==> src/rtl/unipolar_step_sequencer.sv <==
// Unipolar stepper phase sequencer: turns a divided step clock into the four
// coil drives for wave, full-step and half-step modes, and tracks absolute position.
module unipolar_step_sequencer #(
   parameter int unsigned COUNT_W = 16
) (
   input  logic               in_clk,
   input  logic               reset_n,
   input  logic               step_clk,
   input  logic [1:0]         mode,
   input  logic               dir,
   input  logic               hold_en,
   input  logic               start,
   input  logic               stop,
   input  logic [COUNT_W-1:0] move_steps,
   output logic [3:0]         coils,
   output logic               busy,
   output logic               done,
   output logic [COUNT_W-1:0] position
);

   localparam int unsigned PHASE_W = 3;

   typedef enum logic {
      ST_IDLE = 1'b0,
      ST_RUN  = 1'b1
   } state_t;

   state_t               state;
   logic                 step_sync1;
   logic                 step_sync2;
   logic                 step_hist;
   logic                 tick_c;
   logic [PHASE_W-1:0]   phase;
   logic [PHASE_W-1:0]   phase_step_c;
   logic [PHASE_W-1:0]   phase_nxt_c;
   logic [COUNT_W-1:0]   pos_nxt_c;
   logic [COUNT_W-1:0]   remaining;
   logic [1:0]           mode_q;
   logic                 dir_q;

   // Eight-entry half-step table; wave and full use the even and odd entries
   function automatic logic [3:0] half_pattern(input logic [PHASE_W-1:0] idx);
      logic [3:0] pat;
      case (idx)
         3'd0:    pat = 4'b1000;
         3'd1:    pat = 4'b1100;
         3'd2:    pat = 4'b0100;
         3'd3:    pat = 4'b0110;
         3'd4:    pat = 4'b0010;
         3'd5:    pat = 4'b0011;
         3'd6:    pat = 4'b0001;
         default: pat = 4'b1001;
      endcase
      return pat;
   endfunction

   // Mode 1x reads the table directly; wave forces idx[0]=0, full forces idx[0]=1
   function automatic logic [3:0] coil_pattern(input logic [PHASE_W-1:0] ph,
                                               input logic [1:0]         md);
      logic [3:0] pat;
      if (md[1]) begin
         pat = half_pattern(ph);
      end else begin
         pat = half_pattern({ph[2:1], md[0]});
      end
      return pat;
   endfunction

   // Two-flop synchroniser plus history flop for rising-edge detection of step_clk
   always_ff @(posedge in_clk or negedge reset_n) begin
      if (!reset_n) begin
         step_sync1 <= 1'b0;
         step_sync2 <= 1'b0;
         step_hist  <= 1'b0;
      end else begin
         step_sync1 <= step_clk;
         step_sync2 <= step_sync1;
         step_hist  <= step_sync2;
      end
   end

   assign tick_c = step_sync2 & ~step_hist;

   // Next phase and position for one step in the latched direction and mode
   always_comb begin
      phase_step_c = mode_q[1] ? PHASE_W'(1) : PHASE_W'(2);
      phase_nxt_c  = dir_q ? (phase + phase_step_c) : (phase - phase_step_c);
      pos_nxt_c    = dir_q ? (position + COUNT_W'(1)) : (position - COUNT_W'(1));
   end

   // Move controller: latches the command, steps on ticks, drives registered outputs
   always_ff @(posedge in_clk or negedge reset_n) begin
      if (!reset_n) begin
         state     <= ST_IDLE;
         coils     <= 4'b0000;
         busy      <= 1'b0;
         done      <= 1'b0;
         position  <= '0;
         phase     <= '0;
         remaining <= '0;
         mode_q    <= 2'b00;
         dir_q     <= 1'b0;
      end else begin
         done <= 1'b0;
         case (state)
            ST_IDLE: begin
               busy  <= 1'b0;
               coils <= hold_en ? coil_pattern(phase, mode_q) : 4'b0000;
               if (start) begin
                  mode_q    <= mode;
                  dir_q     <= dir;
                  remaining <= move_steps;
                  state     <= ST_RUN;
                  busy      <= 1'b1;
                  coils     <= coil_pattern(phase, mode);
               end
            end
            ST_RUN: begin
               busy  <= 1'b1;
               coils <= coil_pattern(phase, mode_q);
               if (stop) begin
                  // Abort wins over a coincident tick: no step is taken
                  state <= ST_IDLE;
                  busy  <= 1'b0;
                  done  <= 1'b1;
                  coils <= hold_en ? coil_pattern(phase, mode_q) : 4'b0000;
               end else if (tick_c) begin
                  phase    <= phase_nxt_c;
                  position <= pos_nxt_c;
                  coils    <= coil_pattern(phase_nxt_c, mode_q);
                  // A zero step count means continuous motion until stop
                  if (remaining != '0) begin
                     remaining <= remaining - COUNT_W'(1);
                     if (remaining == COUNT_W'(1)) begin
                        state <= ST_IDLE;
                        busy  <= 1'b0;
                        done  <= 1'b1;
                        coils <= hold_en ? coil_pattern(phase_nxt_c, mode_q) : 4'b0000;
                     end
                  end
               end
            end
            default: begin
               state <= ST_IDLE;
            end
         endcase
      end
   end

endmodule

==> config.mk <==
export PLATFORM = sky130hd
export DESIGN_NAME = unipolar_step_sequencer
export DESIGN_NICKNAME = d
export VERILOG_FILES = /design/src/rtl/unipolar_step_sequencer.sv
export SDC_FILE = /design/constraint.sdc
export NUM_CORES = 1
export LEC_CHECK = 0
export CORE_ASPECT_RATIO = 1.25
export CORE_MARGIN = 3
export CORE_UTILIZATION = 35
export DETAILED_ROUTE_END_ITERATION = 8
export PLACE_DENSITY = 0.64
export REMOVE_ABC_BUFFERS = 1
export SYNTH_ARGS = -nofsm -noshare
export SYNTH_HDL_FRONTEND = slang
export SYNTH_SLANG_ARGS = --single-unit
==> constraint.sdc <==
create_clock -name in_clk -period 7.24 [get_ports in_clk]
set_input_delay 1.81 -clock in_clk [delete_from_list [all_inputs] [get_ports in_clk]]
set_output_delay 1.81 -clock in_clk [all_outputs]
set_load 0.005 [all_outputs]
Word-level counts from Yosys, hierarchy flattened
Cells that the tools add are included.
- flip-flop bits (word level): 47
- input bits: 25
- output and inout port bits: 22
- logic and storage cells: 99
- add/subtract/negate cells: 5
- equal/unequal tests: 35
- multiplexer cells: 35
- bitwise logic cells: 4
- reduce and logical (&&, ||, !) cells: 9
- operators by type and width (kind ; count):
    $pmux 4 s7 ; 5
    $mux 16 ; 5
    $eq 3x3->1 const B ; 15
    $mux 4 ; 10
    $pmux 16 s2 ; 1
    $sub 16x1->16 const B ; 2
    $eq 3x2->1 const B ; 10
    $add 16x1->16 const B ; 1
    $eq 16x1->1 const B ; 1
    $reduce_bool 16->1 ; 1
    $eq 3x1->1 const B ; 5
    $logic_not 3->1 ; 5
    $mux 1 ; 10
    $pmux 4 s2 ; 1
    $ne 2x1->1 const B ; 2
    $ne 2x2->1 const B ; 2
    $reduce_and 4->1 ; 1
    $add 3x2->3 ; 1
    $mux 3 ; 1
    $not 1->1 ; 3
    $reduce_and 3->1 ; 1
    $sub 3x2->3 ; 1
    $mux 2 ; 1
    $pmux 1 s2 ; 1
    other kinds (2) ; 2

Depth between registers and ports, before layout
- word-level depth: 12
- mapped depth: 9
- mapped depth without buffers: 8

Worst setup path before layout
OpenSTA, ideal clock, no wires.
- kind: input to register
- start: input port stop
- end: register position[12]
- setup time: 0.126 ns
- data arrival time: 2.763 ns
- required time: 7.114 ns
- setup slack: 4.351 ns
- stages on the path: 5
- path buffers: 2
- path through: nor2b_1 > nand2b_1 > clkbuf_1 > clkbuf_1 > a221o_1
- longest elaborated chain between the ends: 2
- ends and longest elaborated chain (what ; line ; text):
    start: declaration ; 13 ; input logic stop,
    $not 1->1 (no line) ; n/a ;
    $reduce_and 3->1 (no line) ; n/a ;
    end signal: assignment ; 129 ; position <= pos_nxt_c;
    end: declaration ; 18 ; output logic [COUNT_W-1:0] position
Every way passes these cells.
A chain may end at the register's enable or synchronous reset.

==> summary.txt <==
Setup path
  • Cell-by-cell trace of the critical path: buf_4 > clkdlybuf4s50_1
  • Gate family responsible for the most delay along the worst path: buffers and inverters
  • Maximum fanout along the worst path: 48
  • Critical path data arrival time: 1.66 ns
  • Kind of critical path: flip-flop to output pin
  • Worst path required time: 5.43 ns
  • Type of element capturing the critical path: output pin
  • CP bufs+invs: 2
  • Cell with the largest stage delay on the worst path: sky130_fd_sc_hd__clkdlybuf4s50_1
  • Startpoint types: flip-flop
  • Crit-path max cell delay: 0.60 ns
  • Register-to-register setup slack: 4.32 ns

Drt
  • Vias after detailed routing: 2629
  • Number of detailed-route iterations in the first pass: 4
  • DRT antenna net count: 0
  • Total detailed-routing wirelength: 6617 um
  • Drt initial violations: 119
  • Wirelength per Cell: 13.13 um
  • DRC violations left: 0
  • Drt via density: 5.216

Logic synthesis
  • Syn. warnings: 0
  • Post-Syn Area per Cell: 8.874 um2
  • Count of mapped cells out of synthesis: 346
  • Asr flop ratio synth: 100.0%
  • Seq/Total Area, Yosys: 38.30%
  • Predominant post-synthesis flop cell: sky130_fd_sc_hd__dfrtp_1
  • Number of distinct standard cells referenced by the synthesized netlist: 51
  • Number of synthesized register bits: 47
  • Post-synth EDFFs: 0
  • Synth Cell Area: 0.003070 mm2

Power and ir drop
  • Leak: 1.551 nW
  • Power per cell area: 389.6 mW/mm2
  • Maximum ir drop on the vdd rail: 117.0 uV

STA
  • Setup slack after layout: 3.768 ns
  • Final Hold Fails: 0
  • Slew at the pin closest to its max-slew limit: 0.6874 ns
  • Final-layout setup total negative slack: 0 ns
  • Worst-case headroom to the max-slew limit: 53.82%
  • Fin. max-slew vios: 0
  • Final cycle utilization of the critical path: 47.96%
  • Final Setup Violations: 0
  • Clock period minus worst slack: 3.472 ns
  • Clock Skew: 0.009575 ns
  • Achievable clock frequency: 0.2880 GHz
  • RSZ-0062 raised after global routing: false

Finish
  • Number of nets in the final layout: 430
  • Synthesis-to-layout area growth: 21.27%
  • Filler cell count in the final layout: 854
  • Multi-input combinational cell area: 0.001769 mm2
  • Core Util, Final: 44.44%
  • Total inserted antenna cells: 0
  • Flip-flop and latch area: 0.001176 mm2
  • Share of layout cells above drive strength 1: 4.393%
  • Most frequent cells in the layout: sky130_fd_sc_hd__dfrtp_1, sky130_fd_sc_hd__nand2_1, sky130_fd_sc_hd__clkdlybuf4s50_1
  • Most common cell after layout, fill and taps aside: sky130_fd_sc_hd__dfrtp_1

Placed design
  • Worst setup slack before clock tree synthesis: 3.715 ns
  • HPWL after DPL: 4829 um
  • Gpl congestion: 0.8096
  • Number of I/O port buffers: 46

Floorplan
  • Starting Density: 36.64%
  • Count of boundary I/O pins: 47
  • Die height: 110.7 um
  • Standard-cell rows: 37
  • Placeable Area: 0.008379 mm2
  • Die outline width: 89.78 um
  • DIE AREA: 0.009940 mm2

CTS
  • Number of buffers inserted for hold repair after clock tree synthesis: 0
  • CTS H-tree lvls: 2
  • Number of post-CTS setup repair buffers: 0
  • Number of buffers inserted during clock tree synthesis: 5
  • Bufs on Longest Clock Path: 2
  • TritonCTS clock tree: built
  • CTS Root Buffer Type: sky130_fd_sc_hd__clkbuf_8
  • Number of sinks handled by clock tree synthesis: 47
  • Clock latency on the worst-skew pair: 0.31 ns
  • Clock-pin slew on the worst setup and hold paths: 0.10 ns
  • Resize count post-CTS: 0

Global routing
  • Largest net degree at the start of global routing: 49
  • Vias in the first global route: 2579
  • Total gr overflow: 0
  • Total GRT Usage: 14.00%
  • Number of antenna violations at the first check in global routing: 0
  • First-pass GRT wire length: 11790 um

Run
  • Max-cap violations: 0

Worst hold path
  • Class of the tightest hold or removal check: flip-flop to flip-flop

Status
  • Result of the run: finished clean
[metrics by stage]
step	power, W	area (um2)	hold slack (ns)	std cells
floorplan	0.0009997	2987	0.3312	330
global placement	0.001237	3611	0.3400	496
detailed placement	0.001261	3611	0.3465	496
CTS	0.001466	3724	0.3704	504
global route	0.001593	3724	0.3769	504
finish	0.001451	3724	0.3656	504
[path summary, 6_finish.rpt]
kind	start	depth (start not counted)	to
setup / recovery	state	2	busy
setup reg to reg	dir_q	8	position[12]
max in group asynchronous	reset_n	2	position[0]
hold reg to reg	step_sync1	0	step_sync2
min in group asynchronous	reset_n	2	position[6]
hold / removal	step_sync1	0	step_sync2
[Yosys cell counts (2+ instances only)]
library cell	n	area, um2
sky130_fd_sc_hd__nor4_1	2	12.51
sky130_fd_sc_hd__o2111ai_1	2	17.52
sky130_fd_sc_hd__a31oi_1	6	37.54
sky130_fd_sc_hd__fa_1	2	40.04
sky130_fd_sc_hd__clkbuf_1	8	30.03
sky130_fd_sc_hd__nand3_1	6	30.03
sky130_fd_sc_hd__o221ai_1	2	17.52
sky130_fd_sc_hd__a21o_1	8	60.06
sky130_fd_sc_hd__o2bb2ai_1	2	17.52
sky130_fd_sc_hd__buf_4	2	15.01
sky130_fd_sc_hd__o21bai_1	4	30.03
sky130_fd_sc_hd__xnor2_1	10	87.58
sky130_fd_sc_hd__ha_1	17	212.7
sky130_fd_sc_hd__o31a_1	2	17.52
sky130_fd_sc_hd__or4_1	3	22.52
sky130_fd_sc_hd__nand2b_1	6	37.54
sky130_fd_sc_hd__o21ai_0	29	145.1
sky130_fd_sc_hd__buf_1	3	11.26
sky130_fd_sc_hd__xor2_1	5	43.79
sky130_fd_sc_hd__inv_1	11	41.29
sky130_fd_sc_hd__mux2i_1	7	70.07
sky130_fd_sc_hd__dfrtp_1	47	1176
sky130_fd_sc_hd__nor2_1	27	101.4
sky130_fd_sc_hd__a21oi_1	29	145.1
sky130_fd_sc_hd__o22a_1	12	105.1
sky130_fd_sc_hd__nor3_1	9	45.04
sky130_fd_sc_hd__o31ai_1	2	15.01
sky130_fd_sc_hd__nand2_1	46	172.7
sky130_fd_sc_hd__a41oi_1	4	35.03
sky130_fd_sc_hd__nor2b_1	7	43.79
sky130_fd_sc_hd__buf_6	2	22.52
sky130_fd_sc_hd__and3_1	2	12.51
sky130_fd_sc_hd__o21a_1	3	22.52
sky130_fd_sc_hd__nand4_1	2	12.51
[kinds of logic (layout without fill, tap and decap cells)]
family	count (synthesis)	count (layout)	share of synthesized area (%)
xor gates and xnor gates	15	15	4.279
DFF	47	47	38.30
and+or+nand+nor	116	116	18.13
muxes	8	8	2.649
adders and majority gates	19	19	8.231
AOI/OAI and AO/OA	114	114	24.33
buffers and inverters	27	68	4.075
[per-layer routing]
metal	vias up	share of wire, %	track usage (%)
li1	1341	-	-
met1	1243	45	16.57
met2	39	51	25.60
met3	6	3.2	2.580
met4	0	1.3	4.192
met5	-	0	0
[report_power, final]
part / internal, W / switching [W]
registers: 0.000361 / 0.000102
logic: 0.000387 / 0.000399
clock network: 0.000103 / 0.0000979
[layout make-up]
type	count	area share, %
multi-input combinational	272	47.51
sequential	47	31.59
timing repair buffer	49	12.84
tap	117	3.931
clock buffer	5	1.848
clock inverter	3	1.176
inverter	11	1.109
[flip-flops by register name (all words and copies together) (netlist names)]
name        count
coils           4
dir_q           1
done            1
mode_q          2
phase           3
position       16
remaining      16
state           1
step_hist       1
step_sync1      1
step_sync2      1
Note: power is estimated with default switching activity, not from simulation.
